--- src/rtl/icache_fill_ctrl.sv ---
// Direct-mapped instruction cache with a line-refill FSM. Lookup is combinational;
// a miss fetches a whole line in order, starting at word 0, over a hold-until-ready read port.
module icache_fill_ctrl #(
  parameter int INDEX_BITS = 4,
  parameter int OFF_BITS   = 2
) (
  input  logic        clk,
  input  logic        rst_n,
  input  logic [15:0] pc,
  input  logic        fetch_en,
  input  logic        flush,
  output logic        i_hit,
  output logic [15:0] instr,
  output logic        mem_re,
  output logic [15:0] mem_addr,
  input  logic [15:0] mem_rdata,
  input  logic        mem_rdy
);

  // state | meaning
  // IDLE  | lookups served; a miss starts a line refill
  // FILL  | line refill in progress; i_hit held low
  typedef enum logic {IDLE, FILL} state_t;

  localparam int TAG_BITS = 16 - INDEX_BITS - OFF_BITS;
  localparam int LINES    = 1 << INDEX_BITS;
  localparam int WORDS    = 1 << OFF_BITS;

  state_t state, state_nxt;

  logic [LINES-1:0]      valid;
  logic [TAG_BITS-1:0]   tag_mem  [LINES];
  logic [15:0]           data_mem [LINES][WORDS];

  logic [TAG_BITS-1:0]   pc_tag;
  logic [INDEX_BITS-1:0] pc_index;
  logic [OFF_BITS-1:0]   pc_off;
  logic                  lookup_hit;

  logic [TAG_BITS-1:0]   fill_tag;
  logic [INDEX_BITS-1:0] fill_index;
  logic [OFF_BITS-1:0]   fill_cnt;

  logic fill_start;
  logic word_we;
  logic line_done;

  assign pc_tag   = pc[15 -: TAG_BITS];
  assign pc_index = pc[OFF_BITS +: INDEX_BITS];
  assign pc_off   = pc[OFF_BITS-1:0];

  assign lookup_hit = valid[pc_index] && (tag_mem[pc_index] == pc_tag);
  assign i_hit      = fetch_en && (state == IDLE) && !flush && lookup_hit;
  assign instr      = i_hit ? data_mem[pc_index][pc_off] : 16'h0000;

  always_ff @(posedge clk or negedge rst_n) begin
    if (!rst_n) state <= IDLE;
    else        state <= state_nxt;
  end

  // flush outranks both miss detection and line completion
  always_comb begin
    state_nxt  = state;
    fill_start = 1'b0;
    word_we    = 1'b0;
    line_done  = 1'b0;
    case (state)
      IDLE: begin
        if (!flush && fetch_en && !lookup_hit) begin
          fill_start = 1'b1;
          state_nxt  = FILL;
        end
      end
      FILL: begin
        if (flush) begin
          state_nxt = IDLE;
        end else if (mem_rdy) begin
          word_we = 1'b1;
          if (&fill_cnt) begin
            line_done = 1'b1;
            state_nxt = IDLE;
          end
        end
      end
      default: state_nxt = IDLE;
    endcase
  end

  always_ff @(posedge clk or negedge rst_n) begin
    if (!rst_n) begin
      valid      <= '0;
      mem_re     <= 1'b0;
      mem_addr   <= 16'h0000;
      fill_cnt   <= '0;
      fill_tag   <= '0;
      fill_index <= '0;
    end else begin
      if (flush)          valid             <= '0;
      else if (line_done) valid[fill_index] <= 1'b1;

      if (fill_start) begin
        fill_tag   <= pc_tag;
        fill_index <= pc_index;
        fill_cnt   <= '0;
        mem_re     <= 1'b1;
        mem_addr   <= {pc_tag, pc_index, {OFF_BITS{1'b0}}};
      end else if (state == FILL) begin
        if (flush || line_done) begin
          mem_re <= 1'b0;
        end else if (word_we) begin
          // offset field wraps inside the line; never carries into the index
          fill_cnt <= fill_cnt + 1'b1;
          mem_addr <= {fill_tag, fill_index, fill_cnt + 1'b1};
        end
      end
    end
  end

  always_ff @(posedge clk) begin
    if (word_we)   data_mem[fill_index][fill_cnt] <= mem_rdata;
    if (line_done) tag_mem[fill_index]            <= fill_tag;
  end

endmodule

--- config.mk ---
export PLATFORM = sky130hd
export DESIGN_NAME = icache_fill_ctrl
export DESIGN_NICKNAME = d
export VERILOG_FILES = /design/src/rtl/icache_fill_ctrl.sv
export SDC_FILE = /design/constraint.sdc
export NUM_CORES = 1
export LEC_CHECK = 0
export CAP_MARGIN = 30
export CORE_MARGIN = 2
export CORE_UTILIZATION = 60
export DETAILED_ROUTE_END_ITERATION = 10
export PLACE_DENSITY = 0.82
export SLEW_MARGIN = 20
export SYNTH_ARGS = -nofsm -noshare
export SYNTH_HDL_FRONTEND = slang
export SYNTH_SLANG_ARGS = --single-unit
export TNS_END_PERCENT = 50
--- constraint.sdc ---
create_clock -name clk -period 3.45 [get_ports clk]
set_input_delay 0.345 -clock clk [delete_from_list [all_inputs] [get_ports clk]]
set_output_delay 0.345 -clock clk [all_outputs]
set_load 0.01 [all_outputs]
# == Yosys cells after proc, flatten, opt, wreduce, memory -nomap -nowiden ==
# Memories as Yosys holds them, arrays and structs flattened.
# Cells that the tools add are included.
# word_totals
mem_count,2
out_inout_bits,34
register_bits,50
wordCells,80
mem_bits_rw,1184
inputBits,37
# classes
n_lt_le_gt_ge,6
mux,40
bitwise,4
addsub,1
n_eq_ne,2
reduce_logical,18
# mem_list
name,depth,word_bits,rd,rd_clocked_by_memory_dff,write_ports,line_no,text
data_mem,16,64,1,0,1,33,logic [15:0] data_mem [LINES][WORDS];
tag_mem,16,10,1,0,1,32,logic [TAG_BITS-1:0] tag_mem [LINES];
# op_table
op,count
$mux W16,10
$mux W64,1
$bmux W16 S2,1
$demux W16 S2,1
$mux W1,20
$or A16 B16 Y16,1
$eq A10 B10 Y1,1
$lt A4 B5 Y1 const B,2
$logic_and A1 B1 Y1,8
$mux W2,4
$reduce_bool A2 Y1,4
$ge A3 B3 Y1 const B,2
$not A2 Y3,2
$bmux W1 S4,1
$demux W1 S4,1
$ge A4 B1 Y1 const B,1
$reduce_and A2 Y1,2
$lt A3 B1 Y1 const B,1
$reduce_and A3 Y1,1
$add A2 B1 Y2 const B,1
$logic_not A1 Y1,2
$ne A2 B2 Y1 const B,1
$pmux W1 S2,1
$logic_or A1 B1 Y1,1
$not A1 Y1,1

# == Logic depth before layout (Yosys ltp) ==
# Gate-level depths: netlist (run 1).
# logic_depth
depth_word,9
ltp_mapped,13

# == Worst setup path after synthesis (run 1) ==
# OpenSTA, ideal clock, no wires.
# synth_path
path_kind,input -> output
from,input port pc[2]
to,output port instr[0]
t_required_ns,3.105
n_path_buf,4
path_slack_ns,0.140
t_arrival_ns,2.965
stages,8
cell_sequence,buf_6 -> buf_6 -> buf_6 -> buf_1 -> mux4_2 -> mux4_2 -> mux4_2 -> and3_1
# synth_via
elab_chain_cells,5
word_cells_on_any_way,11
cone_classes,1 x eq/ne; 6 x mux; 2 x reduce/logical; 2 x memory
# synth_rtl
item,line_no,text
start: declaration,9,"input logic [15:0] pc,"
$mem_v2 Z16 W64 (tied with other cells),--,
$bmux W16 S2 (tied with other cells),54,assign instr = i_hit ? data_mem[pc_index][pc_off] : 16'h0000;
$mux W16 (implied by the code) or $logic_and A1 B1 Y1 (tied branches),"54, 52",
$mux W16 (implied by the code) or $logic_and A1 B1 Y1 (tied branches),"54, 53",
$mux W16 (*),54,
end: declaration,13,"output logic [15:0] instr,"
# Every way passes the cells marked *; elsewhere a longest branch is shown, timed or not. The select of a mux whose other input is x is not followed.

# == Final worst setup path (run 1) ==
# layout_path
from,memory tag_mem[7][4] (netlist bit)
to,output port instr[6]
# layout_via
elab_chain_cells,5
# layout_rtl
item,line_no,text
start: declaration,32,
$mem_v2 Z16 W10,--,
$eq A10 B10 Y1,52,assign lookup_hit = valid[pc_index] && (tag_mem[pc_index] == pc_tag);
$logic_and A1 B1 Y1,52,
$logic_and A1 B1 Y1,53,assign i_hit = fetch_en && (state == IDLE) && !flush && lookup_hit;
$mux W16,54,
# No other way between the ends.

==> results of run 1 <==
## final cells by class
| type | instances | area, µm² | share of cell area |
|---|---|---|---|
| clock inverters | 72 | 786 | 0.0142 |
| diodes | 3 | 7.51 | 0.000135 |
| multi-input cells | 726 | 10700 | 0.193 |
| repair buffers | 276 | 2840 | 0.0512 |
| inverters | 3 | 11.3 | 0.000203 |
| clock buffers | 146 | 3090 | 0.0556 |
| flip-flops and latches | 1232 | 36800 | 0.662 |
| well taps | 1050 | 1310 | 0.0237 |
## per-stage QoR
step | utilization | total power [mW] | setup TNS, ps | area (µm²) | hold WS, ps
after floorplan | - | 18.1 | 0 | 47800 | 49.4
after global placement | 0.649 | 19.0 | -4130 | 51300 | 459
after detailed placement | 0.652 | 19.1 | -5220 | 51500 | 474
after CTS | 0.702 | 32.0 | -1340 | 55400 | 58.7
after global routing | 0.703 | 32.6 | -1190 | 55500 | 89.0
final | 0.703 | 31.9 | -1420 | 55500 | 80.6
## placed cells by master (no fill, tap or decap), drive strengths merged, types with 9 or more instances in the layout
cell / count
edfxtp: 1184
and3: 20
a22oi: 14
mux2: 47
nor2: 121
mux2i: 50
mux4: 358
buf: 243
clkbuf: 146
nand3: 9
bufinv: 16
nor2b: 14
dfrtp: 48
clkdlybuf4s50: 32
clkinv: 45
nand2: 28
## power by group through the flow
stage | clock, mW | combinational [mW] | sequential [mW]
finish | 13.0 | 2.03 | 16.8
global route | 13.6 | 2.10 | 16.8
CTS | 13.1 | 1.99 | 16.8
detailed placement | 0 | 1.95 | 17.1
global placement | 0 | 1.83 | 17.1
floorplan | 0 | 0.994 | 17.1
## logic make-up (layout without fill, tap and decap cells)
family | Yosys count | after routing | synth area share
compound gates | 42 | 42 | 0.00628
xor+xnor | 5 | 5 | 0.000916
fa+ha+maj | 4 | 4 | 0.00105
buf+inv | 115 | 497 | 0.0118
flops | 1232 | 1232 | 0.769
mux | 455 | 455 | 0.190
other cells | 0 | 3 | 0
simple gates | 220 | 220 | 0.0213
## worst paths after layout
check                                        start                   endpoint  slack [ps]  cells past startpoint
setup / recovery           tag_mem[7][4]$_DFFE_PP_                   instr[6]        -170                     10
hold / removal                       mem_rdata[10]  data_mem[1][58]$_DFFE_PP_          80                      1
setup reg to reg           tag_mem[7][3]$_DFFE_PP_  fill_index[3]$_DFFE_PN0N_         500                     10
hold reg to reg                 mem_re$_DFFE_PN0P_         mem_re$_DFFE_PN0P_         480                      1
max in group asynchronous                    rst_n      valid[15]$_DFFE_PN0P_        2620                      4
min in group asynchronous                    rst_n    fill_tag[0]$_DFFE_PN0N_         140                      2
## critical path: cells and delay by family, from the launching register on
kind                      cells  cell delay (ps)
DFF                           1              390
muxes                         2              700
xor gates and xnor gates      1              330
AOI/OAI and AO/OA             1              140
buffers and inverters         3              350
and+or+nand+nor               3              660
## sequential cells by signal (all words and copies together) (netlist names)
signal and count:
data_mem 1024, fill_tag 10, valid 16, state 1
fill_index 4, mem_re 1, tag_mem 160, mem_addr 16
## cells in the mapped netlist, types with 3 or more instances
| library cell | instances |
|---|---|
| sky130_fd_sc_hd__clkbuf_1 | 49 |
| sky130_fd_sc_hd__a22o_1 | 3 |
| sky130_fd_sc_hd__and3_1 | 20 |
| sky130_fd_sc_hd__nand2_1 | 28 |
| sky130_fd_sc_hd__mux2_2 | 21 |
| sky130_fd_sc_hd__buf_6 | 8 |
| sky130_fd_sc_hd__nor2b_1 | 14 |
| sky130_fd_sc_hd__buf_4 | 8 |
| sky130_fd_sc_hd__nor2_1 | 121 |
| sky130_fd_sc_hd__mux2_1 | 26 |
| sky130_fd_sc_hd__buf_2 | 34 |
| sky130_fd_sc_hd__nand3_1 | 9 |
| sky130_fd_sc_hd__xor2_1 | 4 |
| sky130_fd_sc_hd__a22oi_1 | 14 |
| sky130_fd_sc_hd__mux2i_1 | 50 |
| sky130_fd_sc_hd__o21ai_0 | 4 |
| sky130_fd_sc_hd__a21oi_1 | 7 |
| sky130_fd_sc_hd__o211ai_1 | 3 |
| sky130_fd_sc_hd__nand2b_1 | 6 |
| sky130_fd_sc_hd__ha_1 | 4 |
| sky130_fd_sc_hd__buf_1 | 13 |
| sky130_fd_sc_hd__nor4_1 | 5 |
| sky130_fd_sc_hd__inv_1 | 3 |
| sky130_fd_sc_hd__edfxtp_1 | 1184 |
| sky130_fd_sc_hd__and4b_1 | 3 |
| sky130_fd_sc_hd__dfrtp_1 | 48 |
| sky130_fd_sc_hd__mux4_2 | 358 |
| sky130_fd_sc_hd__and2_1 | 4 |
## routing by layer
layer  up-vias  global-route usage  part of all wire
met3       486              0.0726              0.12
met2      2036               0.522              0.50
li1       9336                   -                 -
met5         -                   0           0.00036
met4         8               0.156             0.057
met1     12686               0.397              0.32
## repair_timing
| action | CTS | global route |
|---|---|---|
| hold buffers | 1 | 0 |
| pin swaps | 6 | 5 |
| gates resized for setup | 85 | 17 |
| endpoints found under the setup margin | 17 | 17 |
| endpoints found under the hold margin | 35 | 0 |
| setup buffers | 0 | 0 |
==> results.md, run 1 <==
• **static leakage power** 18.0 nW
• **measured slew at the worst slew-check pin** 925 ps
• **half-perimeter wire length of the detailed placement result** 70100 µm
• **Sw Ratio** 0.214
• **Tmin final** 3620 ps
• **relative contribution of combinational cells to total power** 0.064
• **antenna violations before repair** 11
• **remaining routing DRC violations** 0
• **initial standard-cell utilization of the core** 0.605
• **cells along the critical path** mux4_2 -> mux2i_1 -> xor2_1 -> nand2_1 -> o22ai_2 -> and4bb_4 -> buf_12 -> buf_12 -> and3_4 -> buf_6
• **Layout area overhead** 16.1%
• **Placed Cells incl. Taps** 3285
• **Synth area leader** sky130_fd_sc_hd__edfxtp_1
• **Max Buffers Root-to-Sink** 3
• **total number of placement rows** 103
• **flip-flop and latch count after synthesis** 1232
• **count of endpoints failing setup in the final report** 17
• **number of global-route vias before repair** 25433
• **Data required, critical path** 3110 ps
• **final cycle utilization of the critical path** 1.05
• **number of enable-type register cells in the synthesized netlist** 1184
• **failing checks** setup timing
• **portion of total power attributed to the clock network** 0.409
• **CTS clock-pin slew for the worst setup and hold paths** 60 ps
• **final cell count without fillers** 3508
• **total track usage** 0.315
• **Switch Pwr** 6.84 mW
• **total iterations of the first detailed-routing run** 8
• **clock skew after layout** 36.8 ps
• **post-detailed-route count of antenna-violating nets** 0
• **Port Buf Inserts** 70
• **critical setup path kind** reg -> out
• **prevailing post-synth register cell** sky130_fd_sc_hd__edfxtp_1
• **Die Wd** 286 µm
• **worst min-delay path category** in -> reg
• **Ports** 71
• **Clock Root Buffer** sky130_fd_sc_hd__clkbuf_16
• **summed instance area of the synthesized netlist** 47800 µm²
• **Routed wire per std cell** 36.1 µm
• **PnR worst setup slack** -173 ps
• **Critical Path Fanout Max** 5
• **wire length of the first global-routing pass** 181000 µm
• **CTS tree** yes
• **routed vias** 24552
• **Power Internal** 25.1 mW
• **setup repair after global routing missed its margin** true
• **largest stage delay on the critical path** 500 ps
• **total routed wirelength** 127000 µm
• **pins over their slew limit** 0
• **leading cell types by total area after synthesis** sky130_fd_sc_hd__edfxtp_1, sky130_fd_sc_hd__mux4_2, sky130_fd_sc_hd__dfrtp_1
• **core area** 79000 µm²
• **Post-Place Setup Slack** -372 ps
• **via-per-instance ratio** 7.00
• **Max IR drop VDD** 514 µV
• **fraction of final layout cells sized beyond drive strength 1** 0.346
• **number of maximum-capacitance violations** 0
• **CTS H-Tree Depth** 3
• **Syn Nets** 2114
• **Data arrival, critical path** 3280 ps
• **fraction of registers with async set or reset after synthesis** 0.0390
• **remaining global-route overflow** 0
• **cell type with the highest occurrence count on the critical path** sky130_fd_sc_hd__buf_12
• **pin count of the biggest net entering global routing** 65
• **cell at the slowest stage of the critical path** sky130_fd_sc_hd__mux4_2
• **area share of the largest cell type after synthesis** 0.743
• **Crit. End Element** primary output
• **Max-Slew Margin vs Limit** 0.382
• **Die Span Y** 286 µm
• **Layout Nets** 2396
• **Synth Area per Inst** 23.1 µm²
• **highest attainable clock frequency** 0.276 GHz
• **area of the die** 82000 µm²
• **final weighted congestion in routability-driven placement** 0.855
• **CTS sink count** 1232
• **Synth warnings** 0
• **outcome** complete, but fails checks
• **share of synthesized area occupied by flip-flops and latches** 0.769
• **number of standard cells after synthesis** 2073
• **clock latency reported for the late side of the worst-skew pair** 700 ps
• **share of power burned in registers** 0.528
• **total of fill cells in the finished design** 4183
• **Cell variety after synth** 48
• **startpoint types** register
• **clock buffer count from CTS** 116
• **drt initial violations** 3694
• **total power divided by cell area** 575 nW/µm²
• **Final Hold Violating Endpoints** 0
Note: power is estimated with default switching activity, not from simulation.
==> run 2, diff against run 1 <==
--- a/config.mk
+++ b/config.mk
@@ -5,7 +5,7 @@
 export SDC_FILE = /design/constraint.sdc
 export NUM_CORES = 1
 export LEC_CHECK = 0
-export CAP_MARGIN = 30
+export CAP_MARGIN = 20
 export CORE_MARGIN = 2
 export CORE_UTILIZATION = 60
 export DETAILED_ROUTE_END_ITERATION = 10
==> constraint.sdc (replaced) <==
create_clock -name clk -period 3.45 [get_ports clk]
set_input_delay 0.69 -clock clk [delete_from_list [all_inputs] [get_ports clk]]
set_output_delay 0.69 -clock clk [all_outputs]
set_load 0.01 [all_outputs]
==> run 2 against run 1 <==
  * The flow finishes with violations (hold timing, setup timing)
  * Clock-buffer cell count shrank 14
  * Highest routed layer unchanged
  * First-iteration DRC count grew 13%
  * Sequential power about the same
  * Cell area is 2.0% higher
==> results.md, run 2 (same netlist as run 1, synthesis figures left out) <==
• **sum of internal, switching and leakage power** 31.9 mW, about the same
• **Tmin final** 4180 ps, +559 ps
• **remaining global-route overflow** 0, unchanged
• **Max IR drop VDD** 430 µV, -16%
• **outcome** complete, but fails checks
• **GR Util met2** 0.569, +0.0472
• **half-perimeter wire length of the detailed placement result** 71300 µm, +1.8%
• **startpoint types** input port
• **routed vias** 25672, +4.6%
• **PnR worst setup slack** -732 ps, -559 ps
• **drt initial violations** 4177, +13%
• **number of maximum-capacitance violations** 0, unchanged
• **critical setup path kind** in -> out
• **Ports** 71, unchanged
• **relative contribution of combinational cells to total power** 0.070, +0.006
• **area of the die** 82000 µm², unchanged
• **Max-Slew Margin vs Limit** 0.386, +0.00424
• **clock skew after layout** 65.0 ps, +28.2 ps
• **Routed wire per std cell** 39.3 µm, +8.8%
• **worst min-delay path category** in -> async
• **R2R Path Start** tag_mem[6][3]$_DFFE_PP_
• **Switch Pwr** 7.27 mW, +6.4%
• **via-per-instance ratio** 7.18, +2.5%
• **CTS sink count** 1232, unchanged
• **Power Internal** 24.6 mW, -1.8%
• **total placed instance area** 51700 µm², +0.40%
• **Clock Root Buffer** sky130_fd_sc_hd__clkbuf_16
• **failing checks** hold timing, setup timing
• **total track usage** 0.348, +0.0331
• **Max Buffers Root-to-Sink** 3, unchanged
• **highest attainable clock frequency** 0.239 GHz, -13%
• **kind of cell adding the most delay to the critical path** multiplexers
• **total iterations of the first detailed-routing run** 6, -2
• **register ranked first by flip-flop count** data_mem
• **static leakage power** 18.5 nW, +2.8%
• **core area** 79000 µm², unchanged
• **portion of total power attributed to the clock network** 0.401, -0.008
• **most common library cell in the layout ignoring fill and taps** sky130_fd_sc_hd__edfxtp_1
• **Post-Place Setup Slack** -980 ps, -608 ps
• **Die Span Y** 286 µm, unchanged
• **final cycle utilization of the critical path** 1.21, +0.162
• **largest stage delay on the critical path** 590 ps, +90 ps
• **wire length of the first global-routing pass** 198000 µm, +9.4%
• **Layout area overhead** 18.4%
• **cells along the critical path** buf_16 -> buf_12 -> buf_16 -> buf_16 -> buf_6 -> mux4_2 -> mux4_2 -> mux4_2 -> and3_4 -> buf_6
• **fraction of final layout cells sized beyond drive strength 1** 0.365, +0.0188
• **Port Buf Inserts** 70, unchanged
• **smallest hold slack** -10.1 ps, -90.7 ps
• **startpoint of the most critical setup path** pc[2]
• **Crit. End Element** primary output
• **CTS H-Tree Depth** 3, unchanged
• **met3 routing resource usage after global routing** 0.0851, +0.0126
• **hold_buf cts** 0, -1
• **antenna violations before repair** 8, -3
• **setup repair after global routing missed its margin** true
• **finished layout cell area** 56600 µm², +2.0%
• **max FFs per register** 1024, unchanged
• **CTS tree** yes
• **clock latency reported for the late side of the worst-skew pair** 720 ps, +20 ps
• **initial standard-cell utilization of the core** 0.605, unchanged
• **number of global-route vias before repair** 26510, +4.2%
• **post-detailed-route count of antenna-violating nets** 0, unchanged
• **total of fill cells in the finished design** 4067, -2.8%
• **total power divided by cell area** 563 nW/µm², -2.0%
• **pins over their slew limit** 0, unchanged
• **measured slew at the worst slew-check pin** 921 ps, -4.11 ps
• **Bufs and invs on worst path** 6, +3
• **total routed wirelength** 140000 µm, +11%
• **largest registers** data_mem x1024, tag_mem x160
• **final weighted congestion in routability-driven placement** 0.847, -0.99%
• **Critical Path Fanout Max** 16, +11
• **cell at the slowest stage of the critical path** sky130_fd_sc_hd__mux4_2
• **met1 capacity usage during global routing** 0.442, +0.0449
• **clock buffer count from CTS** 116, unchanged
• **Data arrival, critical path** 3490 ps, +210 ps
• **share of power burned in registers** 0.528, about the same
• **pin count of the biggest net entering global routing** 65, unchanged
• **remaining routing DRC violations** 0, unchanged
• **Sw Ratio** 0.228, +0.0138
• **Die Wd** 286 µm, unchanged
• **CTS clock-pin slew for the worst setup and hold paths** 60 ps, about the same
• **count of endpoints failing setup in the final report** 17, unchanged
• **most used cells in the layout excluding fill and tap cells** sky130_fd_sc_hd__edfxtp_1, sky130_fd_sc_hd__mux4_2, sky130_fd_sc_hd__buf_4
• **Layout Nets** 2472, +3.2%
• **Most Crowded Layer GR** met2
• **Data required, critical path** 2760 ps, -350 ps
• **Final Hold Violating Endpoints** 10, +10
• **total number of placement rows** 103, unchanged
run 2: routing by layer:
| metal | share of wire | vias up |
|---|---|---|
| li1 | - | 9474 |
| met1 | 0.32 | 13141 |
| met2 | 0.50 | 2504 |
| met3 | 0.12 | 543 |
| met4 | 0.059 | 10 |
| met5 | 0.00046 | - |
run 2: path summary, 6_finish.rpt:
path	endpoint	slack [ps]	cells past startpoint
hold / removal	fill_tag[8]$_DFFE_PN0N_	-10	1
min in group clk	valid[7]$_DFFE_PN0P_	520	2
setup reg to reg	fill_index[1]$_DFFE_PN0N_	250	12
hold reg to reg	valid[7]$_DFFE_PN0P_	520	2
max in group asynchronous	fill_index[2]$_DFFE_PN0N_	3000	1
setup / recovery	instr[13]	-730	10
run 2: per-stage QoR:
step                      hold WS (ps)  cells  TNS (ps)   util
final                            -10.1   3577    -10910  0.717
after global placement             462   3297    -21960  0.654
after global routing              52.9   3576    -11030  0.717
after floorplan                    394   2073     -3780      -
after CTS                          222   3559    -10530  0.713
after detailed placement           466   3297    -28770  0.654
run 2: timing repair:
action,4_1_cts,5_1_grt
resized for setup,146,26
endpoints found under the setup margin,17,17
cloned,8,1
setup buffers,41,19
pin swaps,20,7
run 2: power by group through the flow:
stage	Sequential, mW	Combinational (mW)	Clock, mW
global route	16.9	2.30	13.3
CTS	16.8	2.15	12.7
detailed placement	17.1	1.94	0
finish	16.8	2.24	12.8
floorplan	17.1	1.05	0
global placement	17.1	1.87	0
run 2: final cells by class:
class	count	area, µm²	area share
Timing Repair Buffer	352	4050	0.0715
Clock buffer	132	2980	0.0527
Tap cell	1050	1310	0.0232
Clock inverter	81	746	0.0132
Multi-Input combinational cell	726	10800	0.190
Sequential cell	1232	36800	0.649
Inverter	3	11.3	0.000199
Antenna cell	1	2.50	0.0000442
run 2: worst reg2reg max path, cell delays in order, from the launching register on:
cell	delay, ps
sky130_fd_sc_hd__edfxtp_1	360
sky130_fd_sc_hd__mux4_2	490
sky130_fd_sc_hd__and4b_1	210
sky130_fd_sc_hd__nor4_2	270
sky130_fd_sc_hd__nand3_1	170
sky130_fd_sc_hd__o211ai_1	150
sky130_fd_sc_hd__and4bb_4	270
sky130_fd_sc_hd__buf_12	140
sky130_fd_sc_hd__buf_16	130
sky130_fd_sc_hd__buf_4	140
sky130_fd_sc_hd__nor2b_4	120
sky130_fd_sc_hd__buf_12	220
sky130_fd_sc_hd__mux2_1	400
